[config.mk]
export PLATFORM = sky130hd
export DESIGN_NAME = jenc_frame_ctrl_flat
export DESIGN_NICKNAME = d
export VERILOG_FILES = /design/src/rtl/jenc_frame_ctrl_if.sv /design/src/rtl/jenc_frame_ctrl.sv /design/src/flat_wrapper.sv
export SDC_FILE = /design/constraint.sdc
export NUM_CORES = 1
export LEC_CHECK = 0
export ABC_CLOCK_PERIOD_IN_PS = 2750
export CORE_MARGIN = 1.5
export CORE_UTILIZATION = 35
export DETAILED_ROUTE_END_ITERATION = 10
export PLACE_DENSITY = 0.72
export SYNTH_ARGS = -nofsm -noshare
export SYNTH_HDL_FRONTEND = slang
export SYNTH_SLANG_ARGS = --single-unit
[constraint.sdc]
create_clock -name clk -period 2.75 [get_ports clk]
set_input_delay 0.275 -clock clk [delete_from_list [all_inputs] [get_ports clk]]
set_output_delay 0.275 -clock clk [all_outputs]
set_load 0.005 [all_outputs]
[src/rtl/jenc_frame_ctrl_if.sv]
// Control/stream bundle between the JPEG frame sequencer and its surroundings.
// The master modport is the sequencer's view; the slave modport is the camera/encoder side.
interface jenc_frame_ctrl_if #(
   parameter int XW = 10,
   parameter int YW = 10
);
   logic          start;
   logic          abort;
   logic [XW-1:0] cfg_x_size_m1;
   logic [YW-1:0] cfg_y_size_m1;
   logic [XW-1:0] enc_x_size_m1;
   logic [YW-1:0] enc_y_size_m1;
   logic          src_valid;
   logic          src_hold;
   logic          enc_di_valid;
   logic          enc_di_hold;
   logic          enc_out_valid;
   logic          enc_out_hold;
   logic          enc_out_tlast;
   logic [19:0]   enc_size;
   logic          enc_size_clear;
   logic          busy;
   logic          done;
   logic          error;
   logic [19:0]   frame_size;
   logic [16:0]   in_beats;

   modport master (
      input  start, abort, cfg_x_size_m1, cfg_y_size_m1,
      input  src_valid, enc_di_hold, enc_out_valid, enc_out_hold, enc_out_tlast, enc_size,
      output enc_x_size_m1, enc_y_size_m1, src_hold, enc_di_valid, enc_size_clear,
      output busy, done, error, frame_size, in_beats
   );

   modport slave (
      output start, abort, cfg_x_size_m1, cfg_y_size_m1,
      output src_valid, enc_di_hold, enc_out_valid, enc_out_hold, enc_out_tlast, enc_size,
      input  enc_x_size_m1, enc_y_size_m1, src_hold, enc_di_valid, enc_size_clear,
      input  busy, done, error, frame_size, in_beats
   );
endinterface

[src/rtl/jenc_frame_ctrl.sv]
// Per-frame sequencer for the JPEG encoder: latches geometry, clears the size counter,
// gates pixels in, waits for the output tlast, and reports size/done/error with a stall watchdog.
module jenc_frame_ctrl #(
   parameter int SENSOR_X_SIZE  = 720,
   parameter int SENSOR_Y_SIZE  = 720,
   parameter int TIMEOUT_CYCLES = 1048576,
   parameter int FLUSH_CYCLES   = 2
) (
   input  logic              clk,
   input  logic              reset,
   jenc_frame_ctrl_if.master bus
);
   localparam int XW  = $clog2(SENSOR_X_SIZE);
   localparam int YW  = $clog2(SENSOR_Y_SIZE);
   localparam int WDW = (TIMEOUT_CYCLES > 2) ? $clog2(TIMEOUT_CYCLES) : 1;
   localparam int FCW = $clog2(FLUSH_CYCLES + 1);
   localparam logic [XW-1:0]  X_RST      = XW'(SENSOR_X_SIZE - 1);
   localparam logic [YW-1:0]  Y_RST      = YW'(SENSOR_Y_SIZE - 1);
   localparam logic [WDW-1:0] WD_LIMIT   = WDW'(TIMEOUT_CYCLES - 1);
   localparam logic [FCW-1:0] FLUSH_LAST = FCW'(FLUSH_CYCLES - 1);

   typedef enum logic [2:0] {
      S_IDLE,
      S_CLEAR,
      S_ENCODE,
      S_FLUSH,
      S_ERROR
   } state_t;

   state_t         state_reg;
   state_t         state_next;
   logic [XW-1:0]  x_size_reg;
   logic [YW-1:0]  y_size_reg;
   logic           error_reg;
   logic           done_reg;
   logic [19:0]    frame_size_reg;
   logic [16:0]    in_beats_reg;
   logic [WDW-1:0] wd_reg;
   logic [FCW-1:0] flush_reg;

   logic di_valid;
   logic src_hold;
   logic size_clear;
   logic start_ok;
   logic in_beat;
   logic out_beat;
   logic wd_expired;
   logic flush_last;

   assign start_ok   = bus.start && !bus.abort;
   assign in_beat    = di_valid && !bus.enc_di_hold;
   assign out_beat   = bus.enc_out_valid && !bus.enc_out_hold;
   assign wd_expired = (wd_reg == WD_LIMIT);
   assign flush_last = (flush_reg == FLUSH_LAST);

   always_ff @(posedge clk or posedge reset) begin
      if (reset) begin
         state_reg <= S_IDLE;
      end else begin
         state_reg <= state_next;
      end
   end

   // Abort outranks the watchdog, which outranks tlast.
   always_comb begin
      state_next = state_reg;
      di_valid   = 1'b0;
      src_hold   = 1'b1;
      size_clear = 1'b0;
      case (state_reg)
         S_IDLE: begin
            if (start_ok) state_next = S_CLEAR;
         end
         S_CLEAR: begin
            size_clear = 1'b1;
            state_next = bus.abort ? S_IDLE : S_ENCODE;
         end
         S_ENCODE: begin
            di_valid = bus.src_valid;
            src_hold = bus.enc_di_hold;
            if (bus.abort)                            state_next = S_IDLE;
            else if (wd_expired)                      state_next = S_ERROR;
            else if (out_beat && bus.enc_out_tlast)   state_next = S_FLUSH;
         end
         S_FLUSH: begin
            if (bus.abort || flush_last) state_next = S_IDLE;
         end
         S_ERROR: begin
            state_next = S_IDLE;
         end
         default: begin
            state_next = S_IDLE;
         end
      endcase
   end

   always_ff @(posedge clk or posedge reset) begin
      if (reset) begin
         x_size_reg     <= X_RST;
         y_size_reg     <= Y_RST;
         error_reg      <= 1'b0;
         done_reg       <= 1'b0;
         frame_size_reg <= '0;
         in_beats_reg   <= '0;
         wd_reg         <= '0;
         flush_reg      <= '0;
      end else begin
         done_reg <= 1'b0;
         case (state_reg)
            S_IDLE: begin
               if (start_ok) begin
                  x_size_reg   <= bus.cfg_x_size_m1;
                  y_size_reg   <= bus.cfg_y_size_m1;
                  error_reg    <= 1'b0;
                  in_beats_reg <= '0;
               end
            end
            S_CLEAR: begin
               wd_reg <= '0;
            end
            S_ENCODE: begin
               if (in_beat && (in_beats_reg != '1)) in_beats_reg <= in_beats_reg + 1'b1;
               if (in_beat || out_beat) wd_reg <= '0;
               else                     wd_reg <= wd_reg + 1'b1;
               flush_reg <= '0;
            end
            S_FLUSH: begin
               flush_reg <= flush_reg + 1'b1;
               // Size is sampled only after the settle window so the bytepacker has drained.
               if (!bus.abort && flush_last) begin
                  frame_size_reg <= bus.enc_size;
                  done_reg       <= 1'b1;
               end
            end
            S_ERROR: begin
               error_reg <= 1'b1;
            end
            default: begin
            end
         endcase
      end
   end

   assign bus.enc_x_size_m1  = x_size_reg;
   assign bus.enc_y_size_m1  = y_size_reg;
   assign bus.src_hold       = src_hold;
   assign bus.enc_di_valid   = di_valid;
   assign bus.enc_size_clear = size_clear;
   assign bus.busy           = (state_reg != S_IDLE);
   assign bus.done           = done_reg;
   assign bus.error          = error_reg;
   assign bus.frame_size     = frame_size_reg;
   assign bus.in_beats       = in_beats_reg;
endmodule

[src/flat_wrapper.sv]
// flat-port wrapper written by rule: the top's interface ports become plain ports
module jenc_frame_ctrl_flat 
#(
   parameter int SENSOR_X_SIZE  = 720,
   parameter int SENSOR_Y_SIZE  = 720,
   parameter int TIMEOUT_CYCLES = 1048576,
   parameter int FLUSH_CYCLES   = 2
)
  (clk, reset, bus_start, bus_abort, bus_cfg_x_size_m1, bus_cfg_y_size_m1, bus_src_valid, bus_enc_di_hold, bus_enc_out_valid, bus_enc_out_hold, bus_enc_out_tlast, bus_enc_size, bus_enc_x_size_m1, bus_enc_y_size_m1, bus_src_hold, bus_enc_di_valid, bus_enc_size_clear, bus_busy, bus_done, bus_error, bus_frame_size, bus_in_beats);
  jenc_frame_ctrl_if #(.XW((10)), .YW((10))) bus_i ();
  input  logic clk;
  input  logic reset;
  input wire logic [$bits(bus_i.start)-1:0] bus_start;
  input wire logic [$bits(bus_i.abort)-1:0] bus_abort;
  input wire logic [$bits(bus_i.cfg_x_size_m1)-1:0] bus_cfg_x_size_m1;
  input wire logic [$bits(bus_i.cfg_y_size_m1)-1:0] bus_cfg_y_size_m1;
  input wire logic [$bits(bus_i.src_valid)-1:0] bus_src_valid;
  input wire logic [$bits(bus_i.enc_di_hold)-1:0] bus_enc_di_hold;
  input wire logic [$bits(bus_i.enc_out_valid)-1:0] bus_enc_out_valid;
  input wire logic [$bits(bus_i.enc_out_hold)-1:0] bus_enc_out_hold;
  input wire logic [$bits(bus_i.enc_out_tlast)-1:0] bus_enc_out_tlast;
  input wire logic [$bits(bus_i.enc_size)-1:0] bus_enc_size;
  output wire logic [$bits(bus_i.enc_x_size_m1)-1:0] bus_enc_x_size_m1;
  output wire logic [$bits(bus_i.enc_y_size_m1)-1:0] bus_enc_y_size_m1;
  output wire logic [$bits(bus_i.src_hold)-1:0] bus_src_hold;
  output wire logic [$bits(bus_i.enc_di_valid)-1:0] bus_enc_di_valid;
  output wire logic [$bits(bus_i.enc_size_clear)-1:0] bus_enc_size_clear;
  output wire logic [$bits(bus_i.busy)-1:0] bus_busy;
  output wire logic [$bits(bus_i.done)-1:0] bus_done;
  output wire logic [$bits(bus_i.error)-1:0] bus_error;
  output wire logic [$bits(bus_i.frame_size)-1:0] bus_frame_size;
  output wire logic [$bits(bus_i.in_beats)-1:0] bus_in_beats;
  assign bus_i.start = bus_start;
  assign bus_i.abort = bus_abort;
  assign bus_i.cfg_x_size_m1 = bus_cfg_x_size_m1;
  assign bus_i.cfg_y_size_m1 = bus_cfg_y_size_m1;
  assign bus_i.src_valid = bus_src_valid;
  assign bus_i.enc_di_hold = bus_enc_di_hold;
  assign bus_i.enc_out_valid = bus_enc_out_valid;
  assign bus_i.enc_out_hold = bus_enc_out_hold;
  assign bus_i.enc_out_tlast = bus_enc_out_tlast;
  assign bus_i.enc_size = bus_enc_size;
  assign bus_enc_x_size_m1 = bus_i.enc_x_size_m1;
  assign bus_enc_y_size_m1 = bus_i.enc_y_size_m1;
  assign bus_src_hold = bus_i.src_hold;
  assign bus_enc_di_valid = bus_i.enc_di_valid;
  assign bus_enc_size_clear = bus_i.enc_size_clear;
  assign bus_busy = bus_i.busy;
  assign bus_done = bus_i.done;
  assign bus_error = bus_i.error;
  assign bus_frame_size = bus_i.frame_size;
  assign bus_in_beats = bus_i.in_beats;
  jenc_frame_ctrl #(.SENSOR_X_SIZE(SENSOR_X_SIZE), .SENSOR_Y_SIZE(SENSOR_Y_SIZE), .TIMEOUT_CYCLES(TIMEOUT_CYCLES), .FLUSH_CYCLES(FLUSH_CYCLES)) u_core (.clk(clk), .reset(reset), .bus(bus_i));
endmodule
Yosys cells after proc, flatten, opt, wreduce, memory -nomap -nowiden
Index checks and enable logic that the tools add are counted.

word-level totals
  word-level logic and storage cells = 65
  flip-flop bits (word level) = 84
  input bits = 49

cells by class
  mux-type cells = 20
  add/subtract/negate cells = 3
  equal/unequal tests = 11
  reduce and logical (&&, ||, !) cells = 22

operator list
  operator                                                                number
  20-bit case mux with 2 select lines                                     1
  17-bit 2-to-1 mux                                                       2
  17-bit case mux with 2 select lines                                     1
  20-bit by 1-bit adder with 20-bit output (second input constant)        1
  20-bit equality test (second input constant)                            1
  20-bit 2-to-1 mux                                                       1
  17-bit by 1-bit adder with 17-bit output (second input constant)        1
  17-bit != test (second input constant)                                  1
  3-bit 2-to-1 mux                                                        5
  3-bit case mux with 4 select lines                                      1
  2-bit nonzero test                                                      4
  3-bit by 2-bit equality test with 1-bit output (second input constant)  2
  1-bit logical AND                                                       6
  1-bit 2-to-1 mux                                                        6
  2-bit by 1-bit != test with 1-bit output (second input constant)        3
  2-bit AND reduction                                                     3
  3-bit AND reduction                                                     2
  4-bit by 2-bit != test with 1-bit output (second input constant)        1
  2-bit case mux with 2 select lines                                      1
  3-bit by 1-bit equality test with 1-bit output (second input constant)  1
  3-bit equality test (second input constant)                             1
  1-bit zero test                                                         3
  3-bit zero test                                                         1
  3-bit nonzero test                                                      1
  other kinds (5)                                                         6

Logic depth before layout (Yosys ltp)
Gate-level depths: netlist of run 1.

  word-level depth = 7
  depth in mapped cells = 11

Worst setup path after synthesis of run 1
Ideal clock, no wire load.

  kind = register -> register
  start point = register u_core.in_beats_reg[0] (netlist: u_core.bus.in_beats[0])
  end point = register u_core.in_beats_reg[9] (netlist: u_core.bus.in_beats[9])
  stages on the path, launching flop included = 12
  arrival = 2459 ps
  slack = 213 ps
  data required time = 2672 ps
  library setup time = 78 ps
  cells stage by stage = dfrtp_1 -> ha_1 -> nand3_1 -> or3_1 -> nor3_1 -> ha_1 -> nor3b_1 -> a22oi_1 -> clkbuf_1 -> clkbuf_1 -> o21ai_0 -> a21oi_1

between the ends
  cells in the longest elaborated chain, start to end = 4
  elaborated cells on any way between the ends = 7

RTL lines
  item                                                                              line                    source
  start: declaration                                                                jenc_frame_ctrl.sv:37   logic [16:0] in_beats_reg;
  start signal: assignment                                                          jenc_frame_ctrl.sv:122  if (in_beat && (in_beats_reg != '1)) in_beats_reg <= in_beats_reg + 1'b1;
  branches (longest 4 deep; another with 17-bit by 1-bit adder with 17-bit output)  n/a

Several ways; the timed one is not identified. The select of a mux whose other input is x is not followed.
A chain may end at the register's enable or synchronous reset.

Worst setup path after layout of run 1
  start point = register u_core.in_beats_reg[0] (netlist: u_core.bus.in_beats[0])
  end point = register u_core.in_beats_reg[11] (netlist: u_core.bus.in_beats[11])

Same word-level chain as after synthesis.

==> results.cfg, run 1 <==
[outcome]
status = finished clean

[global_routing]
grt_max_degree = 45
grt_util_all_layers_pct = 16.78
grt_pass1_vias = 3312
gr-total-overflow = 0
antenna_found_initial = 0
grt_pass1_wl_mm = 15.73

[floorplanning]
design.die.area_mm2 = 0.01191
dieHeight_um = 109.1
rows = 38
die_x_um = 109.1
io_pins = 112
core_area_mm2 = 0.01089
start_util_pct = 36.21

[timing]
tns_ns = 0
tightest_slew_ns = 0.9521
maxSlewHeadroom_pct = 36.29
rsz0062_at_grt = false
whs_ns = 0.3456
finalCritPeriodShare_pct = 93.40
setup_violations = 0
drv_slew = 0
max_freq_mhz = 389.3
finalHoldViolations = 0
fin_worst_skew_ns = 0.01350
min_period_ns = 2.568

[setup_path]
cp_num_buf_inv = 1
cp_max_fo = 21
crit_chain = ha_1, nand3_1, or3_4, nor3_1, ha_1, nor3b_1, a22oi_1, buf_4, or4_1, a21oi_1
worstSetupPathType = register to register
max_stage_delay_ns = 0.51
slowest_stage = or4_1
cp.required_ns = 3.01
cp_common_cell = ha_1
critPathCaptureType = register
start_kind = register
critPathTopFamily = simple AND/OR/NAND/NOR gates
arrival_ns = 2.83

[synth]
syn_area_mm2 = 0.003943
ys.flop_type = dfrtp_1
synth_edf_count = 0
yosys_warnings = 0
ys_seq_area_share_pct = 53.76
netlist-cell-type-count = 50
synthCells = 396
avgSynthCellArea_um2 = 9.956
synth_fp_nets = 449
ys_seq_elements = 84
async_reset_ff_share_pct = 100.0

[route]
vias = 3412
wl_per_cell_um = 14.70
vias_per_cell = 5.217
drt_iter0_drc = 171
ant_nets = 0
wl_mm = 9.615
drc = 0
first_pass_iters = 4

[final_layout]
nets = 562
layout-drive-gt1-share_pct = 13.62
antenna_cells = 0
syn_to_final_growth_pct = 37.00
fill_cells = 999
finalNonFillerCells = 654

[clock_tree]
cts_tree = built
postCtsSetupBuffers = 0
clkSlewWorstSetupHoldPaths_ns = 0.09
clk_path_buf_depth = 2
cts_buffers = 9
cts_root_buf = clkbuf_8
htree_levels = 3
cts.sinks = 84
insertion_delay_ns = 0.35

[power]
p_leak_uw = 0.002313
p_per_area_mw_per_mm2 = 534.2
ir_drop_v = 0.0002975

[place]
numPortBuffers = 111
hpwlAfterDp_mm = 6.968
place_inst = 638
place_congestion = 0.7957

[job]
drv_cap = 0

[min_path]
hp-class = input pin to asynchronous set/reset pin
-- cells in the final DEF (no fill, tap or decap), drive strengths merged, types with 13 or more instances in the layout --
cell and count:
dfrtp 70, inv 13, mux2 20, nand3 21
nand2 85, clkdlybuf4s50 111, o21ai 16, dfstp 14
-- path summary, 6_finish.rpt --
kind | slack (ns) | startpoint | endpoint | depth (start not counted)
hold / removal | 0.35 | reset | u_core.bus.frame_size[0]$_DFFE_PP0P_ | 2
setup reg to reg | 0.18 | u_core.bus.in_beats[0]$_DFFE_PP0P_ | u_core.bus.in_beats[11]$_DFFE_PP0P_ | 10
hold reg to reg | 0.46 | u_core.bus.enc_x_size_m1[3]$_DFFE_PP1P_ | u_core.bus.enc_x_size_m1[3]$_DFFE_PP1P_ | 2
min in group clk | 0.41 | bus_cfg_x_size_m1[6] | u_core.bus.enc_x_size_m1[6]$_DFFE_PP1P_ | 3
setup / recovery | 0.18 | u_core.bus.in_beats[0]$_DFFE_PP0P_ | u_core.bus.in_beats[11]$_DFFE_PP0P_ | 10
max in group asynchronous | 1.69 | reset | u_core.bus.in_beats[7]$_DFFE_PP0P_ | 3
-- metal layers --
metal | vias to the layer above | global-route usage (%) | wire length (um)
met3 | 15 | 3.646 | 633
met1 | 1657 | 22.27 | 4115
met4 | 0 | 6.391 | 191
met2 | 109 | 26.74 | 4675
met5 | - | 0 | 0
li1 | 1631 | - | -
-- stage by stage --
stage	util, %	worst slack, ns	cell area (um^2)	power (uW)
2_1_floorplan	-	0.2127	3943	1735
3_3_place_gp	47.91	0.2408	5216	2085
3_5_place_dp	47.91	0.1123	5216	2108
4_1_cts	49.56	0.08781	5396	2930
5_1_grt	49.61	0.003643	5401	3062
6_report	49.61	0.1816	5401	2885
-- logic make-up (layout without fill, tap and decap cells) --
kind of cell / after synthesis / count (layout) / synth area share (%)
adders and majority gates: 4 / 4 / 1.269
buffers and inverters: 35 / 153 / 3.967
DFF: 84 / 84 / 53.76
and+or+nand+nor: 183 / 183 / 23.33
AOI/OAI and AO/OA: 64 / 64 / 10.60
xor gates and xnor gates: 5 / 5 / 1.111
muxes: 21 / 21 / 5.966
-- area by class of cell --
cell class                      count  area, um^2  share of cell area (%)
Sequential cell                    84        2120                   39.24
Multi-Input combinational cell    277        1672                   30.95
Timing Repair Buffer              123        1201                   22.24
Tap cell                          140       175.2                   3.243
Clock buffer                       12       155.1                   2.872
Inverter                           14       53.80                  0.9961
Clock inverter                      4       25.02                  0.4633
-- cells in the mapped netlist, types with 4 or more instances --
library cell	n	share of area (%)
or3_1	8	1.3
inv_1	14	1.3
a21oi_1	12	1.5
o31ai_1	7	1.3
o21ai_0	16	2.0
nor2b_1	4	0.63
dfstp_2	14	9.3
nor4_1	5	0.79
nor2_1	12	1.1
mux2_2	20	5.7
clkbuf_1	14	1.3
nor3b_1	5	0.95
a31oi_1	7	1.1
xnor2_1	4	0.89
nand3_1	21	2.7
dfrtp_1	70	44
nor3_1	5	0.63
a22o_1	5	1.1
ha_1	4	1.3
nand4_1	9	1.4
nand2_1	85	8.1
or4_1	12	2.3
o211ai_1	4	0.76
-- worst reg2reg max path, delay by kind of cell (launching register included) --
kind / cells / cell delay (ns)
compound gates: 2 / 0.26
fa+ha+maj: 2 / 0.42
buf+inv: 1 / 0.22
flops: 1 / 0.44
simple gates: 5 / 1.17
-- power breakdown --
part | leakage, uW | switching (uW) | internal, uW | total [uW]
Sequential | 0.00111 | 82.2 | 1390 | 1480
Combinational | 0.00112 | 246 | 357 | 603
Clock | 0.0000884 | 431 | 375 | 807
-- repair_timing --
item / 4_1_cts / 5_1_grt
gates resized for setup: 0 / 1
hold buffers: 0 / 0
endpoints found under the setup margin: 0 / 7
Power figures use the tool's default switching activity.
==> inputs of run 2 (changes only) <==
--- a/config.mk
+++ b/config.mk
@@ -10,6 +10,7 @@
 export CORE_UTILIZATION = 35
 export DETAILED_ROUTE_END_ITERATION = 10
 export PLACE_DENSITY = 0.72
+export SKIP_CTS_REPAIR_TIMING = 1
 export SYNTH_ARGS = -nofsm -noshare
 export SYNTH_HDL_FRONTEND = slang
 export SYNTH_SLANG_ARGS = --single-unit
==> results of run 2 <==
Same layout as run 1: the final DEF is identical, and so are final timing and power.
==> inputs of run 3 (changes only) <==
--- a/config.mk
+++ b/config.mk
@@ -8,8 +8,8 @@
 export ABC_CLOCK_PERIOD_IN_PS = 2750
 export CORE_MARGIN = 1.5
 export CORE_UTILIZATION = 35
+export CTS_BUF_LIST = sky130_fd_sc_hd__clkbuf_16
 export DETAILED_ROUTE_END_ITERATION = 10
-export PLACE_DENSITY = 0.72
 export SKIP_CTS_REPAIR_TIMING = 1
 export SYNTH_ARGS = -nofsm -noshare
 export SYNTH_HDL_FRONTEND = slang
==> run 3 against run 2 <==
Effect of this change: power is 15% higher; clock power is 51% higher; clock skew is 0.00082 ns higher; final cell count is 0.15% higher; first-iteration DRC count is 7.6% higher; sequential share of layout area is 1.2 points lower; combinational power is 3% higher; worst hold slack better by 0.0079 ns; critical endpoint is now u_core.bus.in_beats[13]$_DFFE_PP0P_; largest power group unchanged; highest routed layer unchanged.
==> results.cfg, run 3 (synthesis gave the netlist of run 1 again) <==
[clock_tree]
clkSlewWorstSetupHoldPaths_ns = 0.07
cts_buffers = 9
insertion_delay_ns = 0.33
htree_levels = 3
cts_root_buf = clkbuf_16
cts_tree = built
clk_path_buf_depth = 2
cts.sinks = 84

[final_layout]
syn_to_final_growth_pct = 41.16
layout-drive-gt1-share_pct = 13.59
seq_area_mm2 = 0.002120
antenna_cells = 0
fill_cells = 1000
layout_commonest_cell = clkdlybuf4s50_1
layout_common_cells = clkdlybuf4s50_1 (111), nand2_1 (85), dfrtp_1 (70)
nets = 563
multi_input_area_mm2 = 0.001677

[route]
wl_mm = 9.824
vias_per_cell = 5.133
drc = 0
first_pass_iters = 4
wl_per_cell_um = 15.00
vias = 3362
drt_iter0_drc = 184
ant_nets = 0

[timing]
tns_ns = 0
setup_violations = 0
rsz0062_at_grt = false
finalCritPeriodShare_pct = 90.89
finalHoldViolations = 0
max_freq_mhz = 400.1
drv_slew = 0
min_period_ns = 2.499
maxSlewHeadroom_pct = 35.94
fin_worst_skew_ns = 0.01432
tightest_slew_ns = 0.9574
whs_ns = 0.3535

[floorplanning]
rows = 38
design.die.area_mm2 = 0.01191
dieHeight_um = 109.1
die_x_um = 109.1
core_area_mm2 = 0.01089
start_util_pct = 36.21
io_pins = 112

[setup_path]
arrival_ns = 2.75
worstSetupPathType = register to register
critPathTopFamily = simple AND/OR/NAND/NOR gates
cp_max_fo = 21
start_kind = register
r2r_slack_ns = 0.25
max_stage_delay_ns = 0.50
cp_common_cell = ha_1
critPathCaptureType = register
crit_chain = ha_1, nand3_1, or3_4, nor3_1, ha_1, nor3b_2, a22oi_1, buf_4, or4_1, a21oi_1
slowest_stage = or4_1
cp_num_buf_inv = 1
cp.required_ns = 3.00

[power]
comb_power_share_pct = 18.7
power_switching_uw = 801.5
p_per_area_mw_per_mm2 = 595.2
p_leak_uw = 0.002391
power_frac_clock_pct = 36.8
p_sw_share_pct = 24.20
p_int_uw = 2511
pwr-share-seq_pct = 44.5
ir_drop_v = 0.0003098

[global_routing]
grt_max_degree = 49
grt_pass1_wl_mm = 15.64
gr-total-overflow = 0
grt_pass1_vias = 3270
grt_util_all_layers_pct = 16.72
antenna_found_initial = 0

[place]
numPortBuffers = 111
hpwlAfterDp_mm = 6.869
place_congestion = 0.7640

[outcome]
status = finished clean

[min_path]
hp-class = input pin to asynchronous set/reset pin

[job]
drv_cap = 0
==> run 3: per-stage QoR <==
step | utilization, % | total power [uW] | area (um^2) | setup WS (ns) | std cells
5_1_grt | 51.11 | 3484 | 5565 | 0.05158 | 655
3_5_place_dp | 48.21 | 2121 | 5249 | 0.05022 | 639
2_1_floorplan | - | 1735 | 3943 | 0.2127 | 396
4_1_cts | 51.02 | 3362 | 5555 | 0.02221 | 655
6_report | 51.11 | 3312 | 5565 | 0.2505 | 655
3_3_place_gp | 48.21 | 2107 | 5249 | 0.1841 | 639
==> run 3: path summary, 6_finish.rpt <==
kind	from	endpoint	cells past startpoint
worst max-delay path	u_core.bus.in_beats[0]$_DFFE_PP0P_	u_core.bus.in_beats[13]$_DFFE_PP0P_	10
worst min-delay path	reset	u_core.bus.frame_size[4]$_DFFE_PP0P_	2
worst max register to register	u_core.bus.in_beats[0]$_DFFE_PP0P_	u_core.bus.in_beats[13]$_DFFE_PP0P_	10
worst min register to register	u_core.bus.enc_x_size_m1[6]$_DFFE_PP1P_	u_core.bus.enc_x_size_m1[6]$_DFFE_PP1P_	2
max in group asynchronous	reset	u_core.bus.enc_y_size_m1[1]$_DFFE_PP1P_	3
min in group clk	bus_cfg_x_size_m1[3]	u_core.bus.enc_x_size_m1[3]$_DFFE_PP1P_	3
==> run 3: power by group through the flow <==
stage / Clock [uW] / Combinational [uW] / Sequential, uW
floorplan: 0 / 241 / 1490
global placement: 0 / 618 / 1490
detailed placement: 0 / 628 / 1490
CTS: 1260 / 630 / 1470
global route: 1310 / 684 / 1490
finish: 1220 / 620 / 1470
==> run 3: metal layers <==
layer  global-route usage (%)  share of wire, %  vias to the layer above
met2                    28.26                49                       86
met5                        0                 0                        -
met3                    4.662               5.6                       10
met1                    20.77                45                     1633
li1                         -                 -                     1633
met4                    4.887               1.2                        0
==> run 3: layout make-up <==
class	instances	area share (%)
Inverter	14	0.9667
Clock inverter	6	1.012
Multi-Input combinational cell	277	30.13
Clock buffer	10	4.496
Tap cell	140	3.147
Sequential cell	84	38.08
Timing Repair Buffer	124	22.17
